**config.mk**
```make
export PLATFORM = sky130hd
export DESIGN_NAME = chip_ctrl_sequencer
export DESIGN_NICKNAME = d
export VERILOG_FILES = /design/src/rtl/chip_ctrl_pkg.sv /design/src/rtl/chip_ctrl_sequencer_phase_gen.sv /design/src/rtl/chip_ctrl_sequencer.sv
export SDC_FILE = /design/constraint.sdc
export NUM_CORES = 1
export LEC_CHECK = 0
export CAP_MARGIN = 20
export CORE_UTILIZATION = 40
export CTS_CLUSTER_SIZE = 14
export DETAILED_ROUTE_END_ITERATION = 10
export GPL_TIMING_DRIVEN = 0
export PLACE_DENSITY_LB_ADDON = 0.3
export SYNTH_ARGS = -nofsm -noshare
export SYNTH_HDL_FRONTEND = slang
export SYNTH_SLANG_ARGS = --single-unit
```
**constraint.sdc**
```tcl
create_clock -name clk -period 5.8 [get_ports clk]
set_input_delay 0.58 -clock clk [delete_from_list [all_inputs] [get_ports clk]]
set_output_delay 0.58 -clock clk [all_outputs]
set_load 0.02 [all_outputs]
```
**src/rtl/chip_ctrl_pkg.sv**
```systemverilog
// chip_ctrl_pkg: shared pump FSM states and pad pattern constants for the ChIP ctrl sequencer
package chip_ctrl_pkg;
    typedef enum logic [1:0] {IDLE, RUN, PARK} pump_state_e;
    localparam logic [2:0] PUMP_PAT [0:5] = '{3'b101, 3'b100, 3'b110, 3'b010, 3'b011, 3'b001};
    localparam logic [2:0] PUMP_PARK = 3'b111;
    localparam logic VALVE_CLOSED = 1'b1;
endpackage

```
**src/rtl/chip_ctrl_sequencer_phase_gen.sv**
```systemverilog
// peristaltic_phase_gen: 3-valve pump FSM with dwell, phase and stroke counters
module peristaltic_phase_gen
    import chip_ctrl_pkg::*;
#(
    parameter int DWELL_W  = 16,
    parameter int STROKE_W = 8
) (
    input  logic                clk,
    input  logic                rst,
    input  logic                start_i,
    input  logic                reverse_i,
    input  logic [DWELL_W-1:0]  dwell_i,
    input  logic [STROKE_W-1:0] strokes_i,
    input  logic                abort_i,
    output logic                busy_o,
    output logic                done_o,
    output logic [2:0]          pump_ctrl_o
);
    localparam logic [DWELL_W-1:0]  D_ONE = DWELL_W'(1);
    localparam logic [STROKE_W-1:0] S_ONE = STROKE_W'(1);

    pump_state_e         state_q, state_d;
    logic [2:0]          phase_q, phase_d;
    logic [DWELL_W-1:0]  dwell_q, dwell_d, reload_q, reload_d;
    logic [STROKE_W-1:0] strokes_q, strokes_d;
    logic                rev_q, rev_d, last_phase;

    always_ff @(posedge clk) begin
        if (rst) begin
            state_q   <= IDLE;
            phase_q   <= 3'd0;
            dwell_q   <= D_ONE;
            reload_q  <= D_ONE;
            strokes_q <= '0;
            rev_q     <= 1'b0;
        end else begin
            state_q   <= state_d;
            phase_q   <= phase_d;
            dwell_q   <= dwell_d;
            reload_q  <= reload_d;
            strokes_q <= strokes_d;
            rev_q     <= rev_d;
        end
    end

    always_comb begin
        state_d    = state_q;
        phase_d    = phase_q;
        dwell_d    = dwell_q;
        reload_d   = reload_q;
        strokes_d  = strokes_q;
        rev_d      = rev_q;
        last_phase = rev_q ? (phase_q == 3'd0) : (phase_q == 3'd5);
        case (state_q)
            IDLE: if (start_i && !abort_i) begin
                // a zero dwell would never expire, so it runs as one cycle per phase
                rev_d     = reverse_i;
                reload_d  = (dwell_i == '0) ? D_ONE : dwell_i;
                dwell_d   = (dwell_i == '0) ? D_ONE : dwell_i;
                strokes_d = strokes_i;
                phase_d   = reverse_i ? 3'd5 : 3'd0;
                state_d   = (strokes_i == '0) ? PARK : RUN;
            end
            RUN: if (abort_i) begin
                state_d = PARK;
            end else if (dwell_q == D_ONE) begin
                dwell_d = reload_q;
                phase_d = last_phase ? (rev_q ? 3'd5 : 3'd0) : (rev_q ? phase_q - 3'd1 : phase_q + 3'd1);
                if (last_phase) begin
                    strokes_d = strokes_q - S_ONE;
                    state_d   = (strokes_q == S_ONE) ? PARK : RUN;
                end
            end else begin
                dwell_d = dwell_q - D_ONE;
            end
            PARK:    state_d = IDLE;
            default: state_d = IDLE;
        endcase
    end

    assign busy_o      = state_q != IDLE;
    assign done_o      = state_q == PARK;
    assign pump_ctrl_o = (state_q == RUN) ? PUMP_PAT[phase_q] : PUMP_PARK;
endmodule

```
**src/rtl/chip_ctrl_sequencer.sv**
```systemverilog
// chip_ctrl_sequencer: valve command register bank plus peristaltic pump sequencer for ChIP ctrl pads
module chip_ctrl_sequencer
    import chip_ctrl_pkg::*;
#(
    parameter int NUM_VALVES = 20,
    parameter int DWELL_W    = 16,
    parameter int STROKE_W   = 8,
    localparam int IDX_W     = $clog2(NUM_VALVES)
) (
    input  logic                  clk,
    input  logic                  rst,
    input  logic                  cmd_valid_i,
    output logic                  cmd_ready_o,
    input  logic [IDX_W-1:0]      cmd_idx_i,
    input  logic                  cmd_close_i,
    output logic                  cmd_err_o,
    input  logic                  pump_start_i,
    input  logic                  pump_reverse_i,
    input  logic [DWELL_W-1:0]    pump_dwell_i,
    input  logic [STROKE_W-1:0]   pump_strokes_i,
    input  logic                  pump_abort_i,
    output logic                  pump_busy_o,
    output logic                  pump_done_o,
    output logic [NUM_VALVES-1:0] valve_ctrl_o,
    output logic [2:0]            pump_ctrl_o
);
    localparam logic [IDX_W:0] NV = (IDX_W+1)'(NUM_VALVES);

    logic [NUM_VALVES-1:0] valve_q, valve_d;
    logic                  ready_q, err_q, err_d, in_range;

    always_ff @(posedge clk) begin
        if (rst) begin
            valve_q <= {NUM_VALVES{VALVE_CLOSED}};
            ready_q <= 1'b0;
            err_q   <= 1'b0;
        end else begin
            valve_q <= valve_d;
            ready_q <= 1'b1;
            err_q   <= err_d;
        end
    end

    always_comb begin
        valve_d  = valve_q;
        in_range = {1'b0, cmd_idx_i} < NV;
        err_d    = cmd_valid_i && ready_q && !in_range;
        if (cmd_valid_i && ready_q && in_range) valve_d[cmd_idx_i] = cmd_close_i;
    end

    assign cmd_ready_o  = ready_q;
    assign cmd_err_o    = err_q;
    assign valve_ctrl_o = valve_q;

    peristaltic_phase_gen #(.DWELL_W(DWELL_W), .STROKE_W(STROKE_W)) u_pump (
        .clk         (clk),
        .rst         (rst),
        .start_i     (pump_start_i),
        .reverse_i   (pump_reverse_i),
        .dwell_i     (pump_dwell_i),
        .strokes_i   (pump_strokes_i),
        .abort_i     (pump_abort_i),
        .busy_o      (pump_busy_o),
        .done_o      (pump_done_o),
        .pump_ctrl_o (pump_ctrl_o)
    );
endmodule

```
==> impl_metrics.py <==
metrics = {
    "setup_path": {
        "slowest_delay_ns": 0.59,
        "required_ns": 5.22,
        "cp_top_family": "buffers and inverters",
        "worstReg2RegEnd": "u_pump.dwell_q[10]",
        "path_class": "register to output pin",
        "critical-path-slowest-cell": "clkdlybuf4s50_1",
        "critPathLaunchType": "register",
        "crit_fanout": 10,
        "path_cells": "nand2b_1, clkbuf_1, clkbuf_1, or3_1, clkdlybuf4s50_1",
        "worst_r2r_path_depth": 7,
        "path_buf_inv": 3,
        "crit_arrival_ns": 2.43,
        "worst_r2r_startpoint": "u_pump.dwell_q[0]",
        "path_common_cell": "clkbuf_1",
        "r2r_slack_ns": 3.46,
        "critPathCaptureType": "output pin",
    },
    "detailed_routing": {
        "drtAntennaViolNets": 0,
        "dr.pass1.iters": 5,
        "totalWireLength_mm": 11.2,
        "routedWlPerCell_um": 17.4,
        "dr_total_vias": 3793,
        "dr.first_iter.drc_count": 331,
        "viasPerCell": 5.93,
        "post-route-drc-count": 0,
    },
    "sta": {
        "slew-limit-headroom_pct": 53.6,
        "tightest_slew_ns": 0.694,
        "max_freq_ghz": 0.332,
        "fin_crit_sh_pct": 51.9,
        "drv_slew": 0,
        "setup_violations": 0,
        "setup_tns_ns": 0,
        "setup_ws_ns": 2.79,
        "skew_ns": 0.00803,
        "final.min_clock_period_ns": 3.01,
        "rsz0062_at_grt": "false",
        "hold_viol_final": 0,
    },
    "synth": {
        "ys.warnings.count": 0,
        "synth.avg_cell_area_um2": 7.99,
        "synth_area_mm2": 0.00364,
        "synthSimpleGateAreaFrac_pct": 25.4,
        "yosysMostFrequentCell": "nand2_1",
        "synth.distinct_cells": 60,
        "synth_mux_area_share_pct": 2.20,
        "synth-edff-count": 0,
        "synth_adder_area_share_pct": 1.92,
        "synth_flop_cell": "dfxtp_1",
        "synth_top_family_by_area": "compound AO/OA/AOI/OAI gates",
        "netlist_top_cells_count": "nand2_1, dfxtp_1, a21oi_1, o21ai_0, clkbuf_1",
        "synth_nets": 497,
        "synth-async-reset-ratio_pct": 0,
        "ys_seq_area_share_pct": 37.4,
        "synth_top_area_cell": "dfxtp_1",
        "synth-xor-area-share_pct": 1.68,
        "synth_compound_gate_area_share_pct": 26.2,
        "synthCells": 456,
        "ys_seq_elements": 68,
        "synth_area_leaders": "dfxtp_1, nand2_1, a21oi_1",
        "synth_top_area_share_pct": 37.4,
    },
    "layout": {
        "antenna_cells": 0,
        "final_util_pct": 52.5,
        "syn2layout_area_growth_pct": 26.3,
        "final_cells": 640,
        "final_area_mm2": 0.00460,
        "final_nets": 568,
        "final_layout_size_suffix_gt1_share_pct": 6.58,
    },
    "grt": {
        "grt_overflow_total": 0,
        "grt_antenna_before_repair": 0,
        "grt_pass1_wl_mm": 18.1,
        "grt_pass1_vias": 3543,
        "track_usage_pct": 23.9,
        "grt_max_degree": 13,
    },
    "die": {
        "pin_count": 63,
        "dieArea_mm2": 0.00949,
        "die_h_um": 97.4,
        "core_area_mm2": 0.00876,
        "initial_core_util_pct": 41.6,
        "fp.dieW_um": 97.4,
        "rows": 34,
    },
    "clock_tree": {
        "cts_resized": 0,
        "cts_tree": "done",
        "hold_buffers": 0,
        "clock_sinks": 68,
        "insertion_delay_ns": 0.35,
        "path_clk_slew_ns": 0.08,
        "cts_buffer_depth": 2,
        "cts-root-buf": "clkbuf_8",
        "htreeDepth": 3,
        "cts_buffers": 9,
        "cts_setup_buffers": 0,
    },
    "placed_design": {
        "port_buffers": 60,
        "place_ws_ns": 2.96,
        "dp_hpwl_mm": 7.99,
        "placed_area_mm2": 0.00438,
        "gp_congestion": 0.936,
        "dp.cells": 624,
    },
    "power_and_ir_drop": {
        "peakVddDrop_mv": 0.173,
        "leakage_uw": 0.00167,
        "powerDensity_mw_per_mm2": 263,
    },
    "min_path": {
        "min-delay-start": "u_pump.reload_q[10]",
        "hold_class": "register to register",
        "hold_path_depth": 2,
        "min_to": "u_pump.reload_q[10]",
    },
    "job": {
        "maxCapViolCount": 0,
    },
    "outcome": {
        "status": "finished, final reports clean",
    },
}
## cell families after synthesis
kind of cell,Yosys count
simple gates,182
compound gates,146
flops,68
buf+inv,40
mux,8
xor+xnor,7
fa+ha+maj,5
## worst reg2reg max path, stage by stage (launching register included)
cell and delay (ns):
dfxtp_1 0.41, ha_1 0.18, nor4b_4 0.33, nand4_1 0.37
clkbuf_1 0.34, o21ai_0 0.33, a2bb2oi_1 0.18, a21oi_1 0.08
## placed cells by master (no fill, tap or decap), types with 8 or more instances in the layout
master / count
clkbuf_8: 10
o211ai_1: 17
mux2i_1: 8
nor3_1: 17
clkbuf_1: 23
dfxtp_1: 68
nor4_1: 13
nand2_1: 81
a21oi_1: 48
clkdlybuf4s50_1: 60
nor2_1: 20
o21ai_0: 26
## stage by stage
stage,hold slack (ns),total power [uW]
CTS,0.463,1210
finish,0.456,1210
floorplan,0.432,681
detailed placement,0.452,769
global placement,0.442,766
global route,0.477,1260
## worst max-delay path by stage
stage | from | to | slack, ns | cells past startpoint
final | u_pump.state_q[1] | pump_ctrl_o[0] | 2.79 | 5
after detailed placement | pump_abort_i | u_pump.reload_q[10] | 2.96 | 7
after floorplan | u_pump.state_q[0] | u_pump.strokes_q[4] | 3.89 | 9
after CTS | u_pump.state_q[1] | pump_ctrl_o[0] | 2.73 | 5
after global routing | u_pump.state_q[1] | pump_ctrl_o[0] | 2.58 | 5
after global placement | pump_abort_i | u_pump.reload_q[14] | 2.98 | 7
## state kept, by name, summed over array words and instances, names as in the netlist
name and count:
cmd_err_o 1, cmd_ready_o 1, u_pump.dwell_q 16, u_pump.phase_q 3
u_pump.reload_q 16, u_pump.rev_q 1, u_pump.state_q 2, u_pump.strokes_q 8
valve_ctrl_o 20
## power breakdown
part           internal (uW)  switching (uW)  leakage [uW]
combinational            104             145       0.00101
clock                    254             190      0.000113
sequential               490            26.0      0.000556
total                    848             361       0.00167
## per-layer routing
layer | GRT usage [%] | routed length, um | up-vias
met5 | 0 | 0 | -
met4 | 9.84 | 283 | 0
met3 | 5.54 | 907 | 25
met2 | 36.9 | 5000 | 160
met1 | 32.0 | 4960 | 1783
li1 | - | - | 1825
## cell type report
| class | count | area [um2] |
|---|---|---|
| Fill cell | 836 | 4160 |
| Multi-Input combinational cell | 348 | 2090 |
| Sequential cell | 68 | 1360 |
| Timing Repair Buffer | 60 | 601 |
| Buffer | 33 | 161 |
| Clock buffer | 10 | 138 |
| Tap cell | 108 | 135 |
| Clock inverter | 6 | 86.3 |
| Inverter | 7 | 26.3 |
Power figures use the tool's default switching activity.
